**src/rtl/int_ctrl.sv**
```systemverilog
// Machine-mode trap/mret sequencer: accepts one event in IDLE, writes mepc/mcause/mstatus
// over successive cycles, then pulses int_enable_o with the redirect target.
module int_ctrl #(
  parameter int ADDR_WIDTH = 32
) (
  input  logic                  clk_i,
  input  logic                  rst_i,
  input  logic                  irq_ext_i,
  input  logic                  irq_timer_i,
  input  logic [31:0]           id_inst_i,
  input  logic [ADDR_WIDTH-1:0] id_inst_addr_i,
  input  logic                  jump_enable_i,
  input  logic [ADDR_WIDTH-1:0] jump_addr_i,
  input  logic                  stall_i,
  input  logic [ADDR_WIDTH-1:0] csr_mtvec_i,
  input  logic [ADDR_WIDTH-1:0] csr_mepc_i,
  input  logic [ADDR_WIDTH-1:0] csr_mstatus_i,
  input  logic [ADDR_WIDTH-1:0] csr_mie_i,
  output logic                  csr_we_o,
  output logic [11:0]           csr_waddr_o,
  output logic [ADDR_WIDTH-1:0] csr_wdata_o,
  output logic                  int_enable_o,
  output logic [ADDR_WIDTH-1:0] isr_addr_o,
  output logic                  int_busy_o
);

  localparam logic [31:0] INST_ECALL  = 32'h0000_0073;
  localparam logic [31:0] INST_EBREAK = 32'h0010_0073;
  localparam logic [31:0] INST_MRET   = 32'h3020_0073;

  localparam logic [11:0] CSR_MSTATUS = 12'h300;
  localparam logic [11:0] CSR_MEPC    = 12'h341;
  localparam logic [11:0] CSR_MCAUSE  = 12'h342;

  localparam logic [ADDR_WIDTH-1:0] CAUSE_ECALL  = ADDR_WIDTH'(11);
  localparam logic [ADDR_WIDTH-1:0] CAUSE_EBREAK = ADDR_WIDTH'(3);
  localparam logic [ADDR_WIDTH-1:0] CAUSE_EXT    = {1'b1, {(ADDR_WIDTH-5){1'b0}}, 4'd11};
  localparam logic [ADDR_WIDTH-1:0] CAUSE_TIMER  = {1'b1, {(ADDR_WIDTH-5){1'b0}}, 4'd7};

  typedef enum logic [2:0] {
    IDLE,
    WR_MEPC,
    WR_MCAUSE,
    WR_MSTAT,
    WR_MSTAT_RET,
    PULSE
  } state_t;

  state_t                  state_reg, state_next;
  logic [ADDR_WIDTH-1:0]   cause_reg, cause_next;
  logic [ADDR_WIDTH-1:0]   snap_reg, snap_next;
  logic [ADDR_WIDTH-1:0]   mtvec_reg, mtvec_next;
  logic [ADDR_WIDTH-1:0]   mepc_reg, mepc_next;
  logic [ADDR_WIDTH-1:0]   pc_reg, pc_next;
  logic                    ret_reg, ret_next;

  logic                    sync_ok;
  logic                    ev_ecall, ev_ebreak, ev_mret, ev_ext, ev_timer, ev_any;
  logic [ADDR_WIDTH-1:0]   async_pc;
  logic [ADDR_WIDTH-1:0]   mstat_trap, mstat_ret;

  // Only MEIE/MTIE matter here; the other mie bits are deliberately ignored.
  logic unused_mie;
  assign unused_mie = ^{csr_mie_i[ADDR_WIDTH-1:12], csr_mie_i[10:8], csr_mie_i[6:0]};

  // A resolved jump means the ID instruction is being flushed, so it cannot trap.
  assign sync_ok   = !stall_i && !jump_enable_i;
  assign ev_ecall  = sync_ok && (id_inst_i == INST_ECALL);
  assign ev_ebreak = sync_ok && (id_inst_i == INST_EBREAK);
  assign ev_mret   = sync_ok && (id_inst_i == INST_MRET);
  assign ev_ext    = !stall_i && irq_ext_i && csr_mstatus_i[3] && csr_mie_i[11];
  assign ev_timer  = !stall_i && irq_timer_i && csr_mstatus_i[3] && csr_mie_i[7];
  assign ev_any    = ev_ecall || ev_ebreak || ev_mret || ev_ext || ev_timer;
  assign async_pc  = jump_enable_i ? jump_addr_i : id_inst_addr_i;

  always_ff @(posedge clk_i or posedge rst_i) begin
    if (rst_i) begin
      state_reg <= IDLE;
      cause_reg <= '0;
      snap_reg  <= '0;
      mtvec_reg <= '0;
      mepc_reg  <= '0;
      pc_reg    <= '0;
      ret_reg   <= 1'b0;
    end else begin
      state_reg <= state_next;
      cause_reg <= cause_next;
      snap_reg  <= snap_next;
      mtvec_reg <= mtvec_next;
      mepc_reg  <= mepc_next;
      pc_reg    <= pc_next;
      ret_reg   <= ret_next;
    end
  end

  always_comb begin
    state_next   = state_reg;
    cause_next   = cause_reg;
    snap_next    = snap_reg;
    mtvec_next   = mtvec_reg;
    mepc_next    = mepc_reg;
    pc_next      = pc_reg;
    ret_next     = ret_reg;
    csr_we_o     = 1'b0;
    csr_waddr_o  = '0;
    csr_wdata_o  = '0;
    int_enable_o = 1'b0;
    isr_addr_o   = '0;
    int_busy_o   = 1'b0;

    // Trap entry stacks MIE into MPIE; mret restores MIE from MPIE and sets MPIE.
    mstat_trap    = snap_reg;
    mstat_trap[7] = snap_reg[3];
    mstat_trap[3] = 1'b0;
    mstat_ret     = snap_reg;
    mstat_ret[3]  = snap_reg[7];
    mstat_ret[7]  = 1'b1;

    case (state_reg)
      IDLE: begin
        if (ev_any) begin
          int_busy_o = 1'b1;
          snap_next  = csr_mstatus_i;
          mtvec_next = csr_mtvec_i;
          mepc_next  = csr_mepc_i;
          pc_next    = id_inst_addr_i;
          ret_next   = 1'b0;
          state_next = WR_MEPC;
          if (ev_ecall) begin
            cause_next = CAUSE_ECALL;
          end else if (ev_ebreak) begin
            cause_next = CAUSE_EBREAK;
          end else if (ev_mret) begin
            ret_next   = 1'b1;
            state_next = WR_MSTAT_RET;
          end else if (ev_ext) begin
            cause_next = CAUSE_EXT;
            pc_next    = async_pc;
          end else begin
            cause_next = CAUSE_TIMER;
            pc_next    = async_pc;
          end
        end
      end
      WR_MEPC: begin
        int_busy_o  = 1'b1;
        csr_we_o    = 1'b1;
        csr_waddr_o = CSR_MEPC;
        csr_wdata_o = pc_reg;
        state_next  = WR_MCAUSE;
      end
      WR_MCAUSE: begin
        int_busy_o  = 1'b1;
        csr_we_o    = 1'b1;
        csr_waddr_o = CSR_MCAUSE;
        csr_wdata_o = cause_reg;
        state_next  = WR_MSTAT;
      end
      WR_MSTAT: begin
        int_busy_o  = 1'b1;
        csr_we_o    = 1'b1;
        csr_waddr_o = CSR_MSTATUS;
        csr_wdata_o = mstat_trap;
        state_next  = PULSE;
      end
      WR_MSTAT_RET: begin
        int_busy_o  = 1'b1;
        csr_we_o    = 1'b1;
        csr_waddr_o = CSR_MSTATUS;
        csr_wdata_o = mstat_ret;
        state_next  = PULSE;
      end
      PULSE: begin
        int_enable_o = 1'b1;
        isr_addr_o   = ret_reg ? mepc_reg : {mtvec_reg[ADDR_WIDTH-1:2], 2'b00};
        state_next   = IDLE;
      end
      default: state_next = IDLE;
    endcase
  end

endmodule

```
**config.mk**
```make
export PLATFORM = sky130hd
export DESIGN_NAME = int_ctrl
export DESIGN_NICKNAME = d
export VERILOG_FILES = /design/src/rtl/int_ctrl.sv
export SDC_FILE = /design/constraint.sdc
export NUM_CORES = 1
export LEC_CHECK = 0
export CAP_MARGIN = 30
export CORE_MARGIN = 2
export CORE_UTILIZATION = 42
export DETAILED_ROUTE_END_ITERATION = 16
export GPL_TIMING_DRIVEN = 0
export PLACE_DENSITY = 0.82
export SYNTH_ARGS = -nofsm -noshare
export SYNTH_HDL_FRONTEND = slang
export SYNTH_SLANG_ARGS = --single-unit
```
**constraint.sdc**
```tcl
create_clock -name clk_i -period 4.9 [get_ports clk_i]
set_input_delay 0.98 -clock clk_i [delete_from_list [all_inputs] [get_ports clk_i]]
set_output_delay 0.98 -clock clk_i [all_outputs]
set_load 0.1 [all_outputs]
```
==> flow_metrics.py <==
metrics = {
    "sta": {
        "setup_slack_ns": 0.323,
        "rsz0062_at_grt": "no",
        "drv_slew": 0,
        "final.period_utilization": 0.934,
        "holdWs_ns": 0.483,
        "relSlewSlack": 0.298,
        "tightest_slew_ns": 1.05,
        "hold_viol": 0,
        "period_minus_slack_ns": 4.58,
        "finalSetupViolations": 0,
        "fmax_mhz": 218,
        "clock_skew_ns": 0.00630,
    },
    "global_route": {
        "grt_max_degree": 73,
        "top_usage_layer": "met2",
        "grt_antenna_before_repair": 0,
        "grt_pass1_vias": 5615,
        "grt_util_met2": 0.405,
        "grt_use_met1": 0.288,
        "track_usage": 0.234,
        "met3_usage": 0.0590,
        "grt_pass1_wl_microns": 29800,
        "grt-ovfl-total": 0,
    },
    "placement": {
        "hpwl_microns": 14800,
        "port_buffers": 268,
        "place_ws_ns": 0.275,
        "gp_congestion": 0.858,
    },
    "floorplanning": {
        "dieArea_sq_um": 16800,
        "io_pins": 309,
        "die_h_microns": 130,
        "fp-row-count": 45,
        "initial_core_util": 0.434,
        "core_region_area_sq_um": 15300,
        "die_w_microns": 130,
    },
    "clocking": {
        "cts_root_buf": "clkbuf_16",
        "htreeDepth": 4,
        "clock_path_buffers": 2,
        "clock_latency_ns": 0.41,
        "cts_sinks": 134,
        "clk_pin_slew_ns": 0.06,
        "cts_hold_buf": 0,
        "cts_tree": "yes",
        "cts_buffers": 17,
    },
    "final_layout": {
        "areaGrowthSynthToFinish_pct": 55.6,
        "nets": 1031,
        "antenna_cells": 0,
        "utilization": 0.675,
        "drive_gt1_frac": 0.270,
        "layout_commonest_cell": "clkdlybuf4s50_1",
        "final_cell_mix": "clkdlybuf4s50_1, dfrtp_1, mux2_2, nor2_1, mux2i_1",
    },
    "logic_synthesis": {
        "syn_area_per_cell_sq_um": 13.1,
        "syn_area_sq_um": 6640,
        "ys.flop_type": "dfrtp_1",
        "yosys.area.top_type_share": 0.505,
        "yosysWarnings": 0,
        "synth-edff-count": 0,
        "ys_seq_elements": 134,
        "synth_async_sr_flop_share": 1.00,
        "synth_area_leaders": "dfrtp_1, mux2_2, mux2_4",
        "synth_top_cell_by_area": "dfrtp_1",
        "ys_types": 41,
        "ys_seq_area_frac": 0.505,
        "synth_cells": 507,
    },
    "worst_setup_path": {
        "r2r_slack_ns": 2.58,
        "arrival_ns": 3.60,
        "rr_startpoint": "state_reg[2]",
        "worstSetupPathType": "input port to primary output",
        "r2r-end": "state_reg[2]",
        "crit_required_ns": 3.92,
        "crit_fanout": 5,
        "worstSetupStartpointType": "input port",
        "critical_path.endpoint_type": "primary output",
        "rr_worst_depth": 6,
    },
    "min_path": {
        "holdPathStages": 1,
        "holdPathEnd": "cause_reg[1]",
        "hp-class": "register to register",
        "min_from": "cause_reg[1]",
    },
    "route": {
        "drtAntennaViolNets": 0,
        "first_pass_iters": 4,
        "wire_per_inst_microns": 19.2,
        "drtIter0Drc": 248,
        "wl_microns": 19700,
        "viasPerCell": 5.04,
        "num_vias": 5166,
        "drc_errors": 0,
    },
    "flow_run": {
        "drv_cap": 0,
    },
    "pwr": {
        "ir_drop_mv": 0.448,
        "powerDensity_nw_per_um2": 673,
        "leakagePower_uw": 0.00471,
    },
    "run_status": {
        "status": "complete, no violations",
    },
}
per-stage QoR:
step,cells,power (uW),TNS [ns],area [sq um]
final,1025,6960,0,10300
after CTS,1025,7000,0,10300
after global placement,992,5500,-182.55,9620
after floorplan,513,4650,0,6670
after detailed placement,993,5580,0,9650
after global routing,1025,7240,0,10300
routing by layer:
metal	up-vias	wire length [microns]
met3	26	1130
met2	171	10100
li1	2414	-
met4	0	438
met5	-	0
met1	2555	8020
worst max-delay path, stage by stage:
cell	delay, ns
clkdlybuf4s50_1	0.40
nor4b_1	0.36
nand4_1	0.29
a211oi_2	0.27
o31a_1	0.15
clkdlybuf4s50_1	1.14
cell type report:
cell class / instances / area (sq um)
inverter: 5 / 23.8
multi-input combinational: 331 / 3060
timing repair buffer: 269 / 2760
tap: 211 / 264
fill: 1129 / 4980
sequential: 134 / 3350
buffer: 43 / 235
clock inverter: 11 / 170
clock buffer: 21 / 470
worst max path at each step:
stage	from	slack (ns)	cells past startpoint	endpoint
CTS	state_reg[0]	0.06	7	csr_wdata_o[9]
floorplan	rst_i	0.34	1	cause_reg[1]
global placement	rst_i	-1.37	2	mtvec_reg[29]
detailed placement	id_inst_i[6]	0.28	6	int_busy_o
finish	id_inst_i[2]	0.32	6	int_busy_o
global route	id_inst_i[6]	0.14	6	int_busy_o
timing repair:
item	4_1_cts	5_1_grt
gates resized for setup	0	19
hold endpoints to repair	0	0
setup buffers	0	0
endpoints found under the setup margin	0	19
logic make-up (layout without fill, tap and decap cells):
logic type / count (synthesis) / after routing / synth area share
multiplexers: 190 / 190 / 0.333
flip-flops: 134 / 134 / 0.505
AND/OR/NAND/NOR: 79 / 79 / 0.0599
AO/OA/AOI/OAI: 55 / 55 / 0.0640
buffers and inverters: 48 / 349 / 0.0382
other: 1 / 7 / 0.000564
power by group:
| group | switching [uW] | internal, uW | total, uW |
|---|---|---|---|
| Sequential | 306 | 1640 | 1950 |
| Combinational | 2360 | 1280 | 3640 |
| Clock | 477 | 895 | 1370 |
Yosys cell counts, types with 2 or more instances:
| master | instances |
|---|---|
| nor3b_1 | 2 |
| or2_2 | 2 |
| a21oi_1 | 2 |
| nand2b_1 | 3 |
| o31a_1 | 2 |
| buf_2 | 11 |
| buf_6 | 4 |
| nor2b_1 | 5 |
| mux2i_1 | 31 |
| buf_4 | 8 |
| or3_1 | 4 |
| buf_1 | 2 |
| o21ai_0 | 9 |
| a21o_1 | 2 |
| nand3_1 | 3 |
| inv_1 | 5 |
| nand2_1 | 12 |
| mux2_2 | 130 |
| and3_1 | 2 |
| clkbuf_1 | 18 |
| a22oi_1 | 7 |
| nor4_1 | 4 |
| nor2_1 | 33 |
| a22o_1 | 26 |
| dfrtp_1 | 134 |
| nor3_1 | 3 |
| mux2_4 | 29 |
Note: power is estimated with default switching activity, not from simulation.
